==> config.mk <==
export PLATFORM = sky130hd
export DESIGN_NAME = bcp_clause_arbiter
export DESIGN_NICKNAME = d
export VERILOG_FILES = /design/src/rtl/bcp_pkg.sv /design/src/rtl/rr_pick.sv /design/src/rtl/bcp_clause_arbiter.sv
export SDC_FILE = /design/constraint.sdc
export NUM_CORES = 1
export LEC_CHECK = 0
export CORE_MARGIN = 5
export CORE_UTILIZATION = 30
export DETAILED_ROUTE_END_ITERATION = 10
export GPL_ROUTABILITY_DRIVEN = 0
export HOLD_SLACK_MARGIN = 0.06
export PLACE_DENSITY_LB_ADDON = 0.3
export SLEW_MARGIN = 20
export SYNTH_ARGS = -nofsm -noshare
export SYNTH_HDL_FRONTEND = slang
export SYNTH_HIERARCHICAL = 1
export SYNTH_SLANG_ARGS = --single-unit
==> constraint.sdc <==
create_clock -name clk -period 6.51 [get_ports clk]
set_input_delay 1.302 -clock clk [delete_from_list [all_inputs] [get_ports clk]]
set_output_delay 1.302 -clock clk [all_outputs]
set_load 0.01 [all_outputs]
==> src/rtl/bcp_pkg.sv <==
// rtl/bcp_pkg.sv - shared widths and types for the BCP clause arbiter
`ifndef BCP_CLAUSE_NUM
`define BCP_CLAUSE_NUM 8
`endif
`ifndef BCP_CLAUSE_NUM_LOG
`define BCP_CLAUSE_NUM_LOG 3
`endif

package bcp_pkg;
    localparam int CLAUSE_NUM_P     = `BCP_CLAUSE_NUM;
    localparam int CLAUSE_NUM_LOG_P = `BCP_CLAUSE_NUM_LOG;

    typedef logic [`BCP_CLAUSE_NUM_LOG-1:0] clause_idx_t;
    typedef logic [`BCP_CLAUSE_NUM-1:0]     clause_vec_t;

    typedef enum logic [1:0] {
        IDLE,
        OFFER,
        HALT
    } arb_state_t;
endpackage

==> src/rtl/rr_pick.sv <==
// rtl/rr_pick.sv - rotate / priority-encode / un-rotate round-robin picker
module rr_pick #(
    parameter int N   = `BCP_CLAUSE_NUM,
    parameter int LOG = `BCP_CLAUSE_NUM_LOG
) (
    input  logic [N-1:0]   cand,
    input  logic [LOG-1:0] ptr,
    output logic           found,
    output logic [LOG-1:0] idx
);
    logic [N-1:0] rot;
    logic [LOG:0] off;
    logic [LOG:0] sum;

    always_comb begin
        // rot[0] corresponds to the clause at the pointer
        for (int i = 0; i < N; i++) begin
            rot[i] = cand[(i + int'(ptr)) % N];
        end
        found = |rot;
        off   = '0;
        for (int i = N - 1; i >= 0; i--) begin
            if (rot[i]) begin
                off = (LOG+1)'(i);
            end
        end
        sum = off + {1'b0, ptr};
        if (sum >= (LOG+1)'(N)) begin
            sum = sum - (LOG+1)'(N);
        end
        idx = sum[LOG-1:0];
    end
endmodule

==> src/rtl/bcp_clause_arbiter.sv <==
// rtl/bcp_clause_arbiter.sv - round-robin arbiter for the BCP implication/conflict return path
module bcp_clause_arbiter
    import bcp_pkg::*;
#(
    parameter int CLAUSE_NUM     = `BCP_CLAUSE_NUM,
    parameter int CLAUSE_NUM_LOG = `BCP_CLAUSE_NUM_LOG
) (
    input  logic                      clk,
    input  logic                      rst_n,
    input  logic [CLAUSE_NUM-1:0]     req,
    input  logic [CLAUSE_NUM-1:0]     conf,
    input  logic                      flush,
    input  logic                      out_ready,
    output logic                      out_valid,
    output logic [CLAUSE_NUM_LOG-1:0] out_idx,
    output logic                      out_conflict,
    output logic [CLAUSE_NUM-1:0]     gnt_onehot,
    output logic                      halted
);
    arb_state_t                state, state_nxt;
    logic [CLAUSE_NUM_LOG-1:0] ptr, ptr_nxt;
    logic                      valid_nxt, confl_nxt, halted_nxt;
    logic [CLAUSE_NUM_LOG-1:0] idx_nxt;
    logic [CLAUSE_NUM-1:0]     gnt_nxt;

    logic                      accept;
    logic [CLAUSE_NUM-1:0]     granted;
    logic [CLAUSE_NUM_LOG-1:0] idx_inc;
    logic [CLAUSE_NUM-1:0]     mreq, mconf, pick_cand;
    logic [CLAUSE_NUM_LOG-1:0] pick_ptr, pick_idx;
    logic                      pick_found;

    assign accept  = out_valid & out_ready;
    assign granted = CLAUSE_NUM'(1) << out_idx;
    assign idx_inc = (out_idx == CLAUSE_NUM_LOG'(CLAUSE_NUM - 1)) ? '0 : out_idx + 1'b1;

    // In OFFER the only pick that matters is the back-to-back re-pick, so the
    // offered bit is masked and the search restarts just past it.
    assign mreq      = (state == OFFER) ? (req & ~granted) : req;
    assign mconf     = (state == OFFER) ? (conf & ~granted) : conf;
    assign pick_cand = (|mconf) ? mconf : mreq;
    assign pick_ptr  = (state == OFFER) ? idx_inc : ptr;

    rr_pick #(
        .N   (CLAUSE_NUM),
        .LOG (CLAUSE_NUM_LOG)
    ) u_pick (
        .cand  (pick_cand),
        .ptr   (pick_ptr),
        .found (pick_found),
        .idx   (pick_idx)
    );

    always_comb begin
        state_nxt  = state;
        ptr_nxt    = ptr;
        valid_nxt  = out_valid;
        idx_nxt    = out_idx;
        confl_nxt  = out_conflict;
        gnt_nxt    = '0;
        halted_nxt = halted;
        case (state)
            IDLE: begin
                if (pick_found && !flush) begin
                    valid_nxt = 1'b1;
                    idx_nxt   = pick_idx;
                    confl_nxt = |mconf;
                    state_nxt = OFFER;
                end
            end
            OFFER: begin
                if (accept) begin
                    gnt_nxt = granted;
                    ptr_nxt = idx_inc;
                    if (out_conflict) begin
                        valid_nxt  = 1'b0;
                        halted_nxt = 1'b1;
                        state_nxt  = HALT;
                    end else if (pick_found) begin
                        idx_nxt   = pick_idx;
                        confl_nxt = |mconf;
                    end else begin
                        valid_nxt = 1'b0;
                        state_nxt = IDLE;
                    end
                end
            end
            HALT: begin
                valid_nxt = 1'b0;
            end
            default: begin
                valid_nxt = 1'b0;
                state_nxt = IDLE;
            end
        endcase
        if (flush) begin
            state_nxt  = IDLE;
            valid_nxt  = 1'b0;
            ptr_nxt    = '0;
            halted_nxt = 1'b0;
            gnt_nxt    = '0;
        end
    end

    always_ff @(posedge clk or negedge rst_n) begin
        if (!rst_n) begin
            state        <= IDLE;
            ptr          <= '0;
            out_valid    <= 1'b0;
            out_idx      <= '0;
            out_conflict <= 1'b0;
            gnt_onehot   <= '0;
            halted       <= 1'b0;
        end else begin
            state        <= state_nxt;
            ptr          <= ptr_nxt;
            out_valid    <= valid_nxt;
            out_idx      <= idx_nxt;
            out_conflict <= confl_nxt;
            gnt_onehot   <= gnt_nxt;
            halted       <= halted_nxt;
        end
    end
endmodule

==> summary.txt <==
Clock network
  – Max clock buf depth: 2
  – Post_cts resized: 0
  – H-tree depth: 1
  – CTS Root Cell: clkbuf_8
  – Hold_buf cts: 0
  – Clock Latency Late Sink: between 200 and 300 ps
  – CTS tree: built
  – CTS sink count: 19
  – Num CTS Buffers: 3
  – Clock Pin Slew Worst Setup and Hold Paths: roughly 80 ps
  – Post-CTS Repair Setup Buffers: 0

Drt
  – Wirelength per Cell: ~16 um
  – DR iter-0 viols: 71
  – Post-DRT Antenna Nets: 0
  – Via Count: approximately 1,700
  – Final wirelength: between 4000 and 5000 um
  – Vias per cell: between 5 and 6
  – Drt drc: 0
  – Router iterations before antenna repair: 4

Run status
  – Status: finished, final reports clean

STA
  – Fin. Hold Viols: 0
  – Least-Margin Pin Slew: between 900 and 1000 ps
  – Min cycle time layout: between 5000 and 6000 ps
  – Fmax: between 150 and 200 MHz
  – Slew margin rel.: 0.397
  – Setup TNS: 0 ps
  – Final worst path period share: 0.841
  – Clock skew: slightly below 7 ps
  – # setup viols final: 0
  – RSZ-0062 raised after global routing: no
  – Fin. max-slew vios: 0

Job
  – Max capacitance violation total: 0

Layout
  – Antenna diodes: 0
  – Synth-to-Final Area Change: 20.4%
  – Layout cells sized above 1: 0.109
  – Reg area: 475 um^2
  – Multi-input logic area: around 0.0013 mm^2
  – Nets: between 200 and 300
  – Layout filler cell count: 656
  – Final core occ: 0.368

Worst setup path
  – CP max FO: 9
  – Max incr delay on CP: between 600 and 700 ps
  – Setup crit end kind: register
  – WP data required: 6660 ps
  – Setup crit start kind: input port
  – Crit-path most repeated cell: mux2_2
  – Critical path type: in2reg
  – Critical path data arrival time: 5630 ps
  – Critical path's slowest cell: or4_1
  – Critical-path cell list: clkdlybuf4s50_1 -> mux2i_1 -> a31oi_1 -> or4_1 -> o21ai_0 -> mux2i_1 -> mux2_2 -> a32oi_1 -> mux2_2 -> a31oi_1 -> a211oi_1 -> ha_1 -> inv_1 -> fa_1 -> xor2_1 -> mux2_2

Floorplanning
  – Num rows: 29
  – Die width: between 80 and 90 um
  – Die H: ~90 um
  – Initial Util: 0.306
  – Core area: between 0.006 and 0.007 mm^2
  – Io pins: 34
  – Die area: ~0.0081 mm^2

GRT
  – Maximum number of pins on one net before global-route repair: 24
  – First-pass GRT wire length: a little over 8000 um
  – GRT Util Overall: 0.121
  – Vias in the first global route: between 1,500 and 2,000
  – Gr ovfl total: 0
  – Initial antenna violation count: 0

Logic synthesis
  – Synth unique cells: 49
  – Gate Count Post-Synth: between 200 and 250
  – Syn_nets: roughly 240
  – Post-synthesis compound-gate area fraction: 0.166
  – Xor/xnor share of the synthesized area: 0.0228
  – Share of the synthesized area in the top cell type: 0.248
  – Post-Syn Area: between 0.0015 and 0.002 mm^2
  – Ys flop type: dfrtp_1
  – YS warnings: 6
  – Synth Area in Adders: 0.0691
  – Synth Area in Simple Gates: 0.208
  – Sequential fraction of the synthesis area: 0.248
  – Synth top cells by count: nand2_1 (34), dfrtp_1 (19), nor2_1 (18)
  – EDFF count, synth: 0
  – Top-count cell post-synth: nand2_1
  – Largest family of logic cells by synthesized area: multiplexers
  – Async set or reset register ratio after synthesis: 1.00
  – Syn_area_per_cell: 8.97 um^2
  – Largest area contributor in the netlist: dfrtp_1
  – Mux cell area share after synthesis: 0.223
  – Seq cells post-synth: 19
  – Synth area leaders: dfrtp_1 (25%), nand2_1 (6.6%), mux2i_1 (6.3%), ha_1 (5.9%), mux4_2 (5.9%)

Power and ir drop
  – NetSw: about 430 uW
  – Clock Power Share: 0.092
  – Leak: a little over 0.0009 uW
  – Part of the power in registers: 0.185
  – Cell internal pwr: between 400 and 500 uW
  – PD cells: roughly 400 mW/mm^2
  – Switch share: 0.469
  – VDD IR max: between 0.00015 and 0.0002 V
  – Combinational share of power: 0.723

Place
  – Dpl hpwl: between 3000 and 4000 um
  – I/O Buffers: 33

Worst hold path
  – Hold Path Class: reg2reg
## path summary, 6_finish.rpt
path / start / end / slack, ps / cells after the start
min in group asynchronous: rst_n / state[1] / 1540 / 1
max: conf[6] / out_idx[2] / 1030 / 16
max in group asynchronous: rst_n / gnt_onehot[6] / 4410 / 1
min reg2reg: halted / halted / 540 / 2
min: halted / halted / 540 / 2
max reg2reg: state[0] / out_idx[2] / 1720 / 15
## power by group through the flow
| stage | combinational (uW) | sequential [uW] | clock, uW |
|---|---|---|---|
| final | 670 | 171 | 85.5 |
| after floorplan | 546 | 160 | 0 |
| after global routing | 744 | 175 | 89.4 |
| after CTS | 673 | 172 | 85.1 |
| after detailed placement | 670 | 173 | 0 |
| after global placement | 662 | 174 | 0 |
## critical path, delay by kind of cell
family                   cells  cell delay, ps
buffers and inverters        2             510
XOR/XNOR                     1             170
AND/OR/NAND/NOR              1             690
multiplexers                 5            1200
AO/OA/AOI/OAI                5            1210
adder cells (fa/ha/maj)      2             550
## layout by cell type (no fill, tap or decap), types with 8 or more instances in the layout
cell / instances
mux2_2: 8
ha_1: 9
nor2_1: 18
mux2i_1: 12
nand3_1: 8
dfrtp_1: 19
o21ai_0: 12
inv_1: 9
clkdlybuf4s50_1: 33
nand2_1: 34
## logic make-up (layout without fill, tap and decap cells)
| logic type | count (synthesis) | count (layout) |
|---|---|---|
| AO/OA/AOI/OAI | 44 | 44 |
| adder cells (fa/ha/maj) | 10 | 10 |
| XOR/XNOR | 5 | 5 |
| AND/OR/NAND/NOR | 83 | 83 |
| buffers and inverters | 23 | 47 |
| flip-flops | 19 | 19 |
| multiplexers | 30 | 30 |
## registers in the layout, indices dropped and copies added, names as in the netlist
signal	cells
state	2
ptr	3
halted	1
out_valid	1
out_idx	3
gnt_onehot	8
out_conflict	1
## layout make-up
type,count,share of cell area
repair buffers,34,0.146
clock buffers,4,0.0195
well taps,77,0.0417
inverters,9,0.0146
multi-input cells,172,0.572
flip-flops and latches,19,0.206
## metrics by stage
step	instances	setup slack, ps	instance area (um^2)	power (uW)	hold WS [ps]
4_1_cts	315	1070	2310	930	541
3_5_place_dp	311	814	2270	843	531
2_1_floorplan	214	1860	1920	706	514
6_report	315	1030	2310	927	536
3_3_place_gp	311	911	2270	836	497
5_1_grt	315	736	2310	1010	591
## per-layer routing
metal	share of wire	GRT usage	wire length, um	up-vias
met2	0.50	0.203	2450	37
li1	-	-	-	827
met4	0.013	0.0323	65	0
met5	0	0	0	-
met1	0.46	0.165	2270	829
met3	0.029	0.0117	142	7
Power figures use the tool's default switching activity.
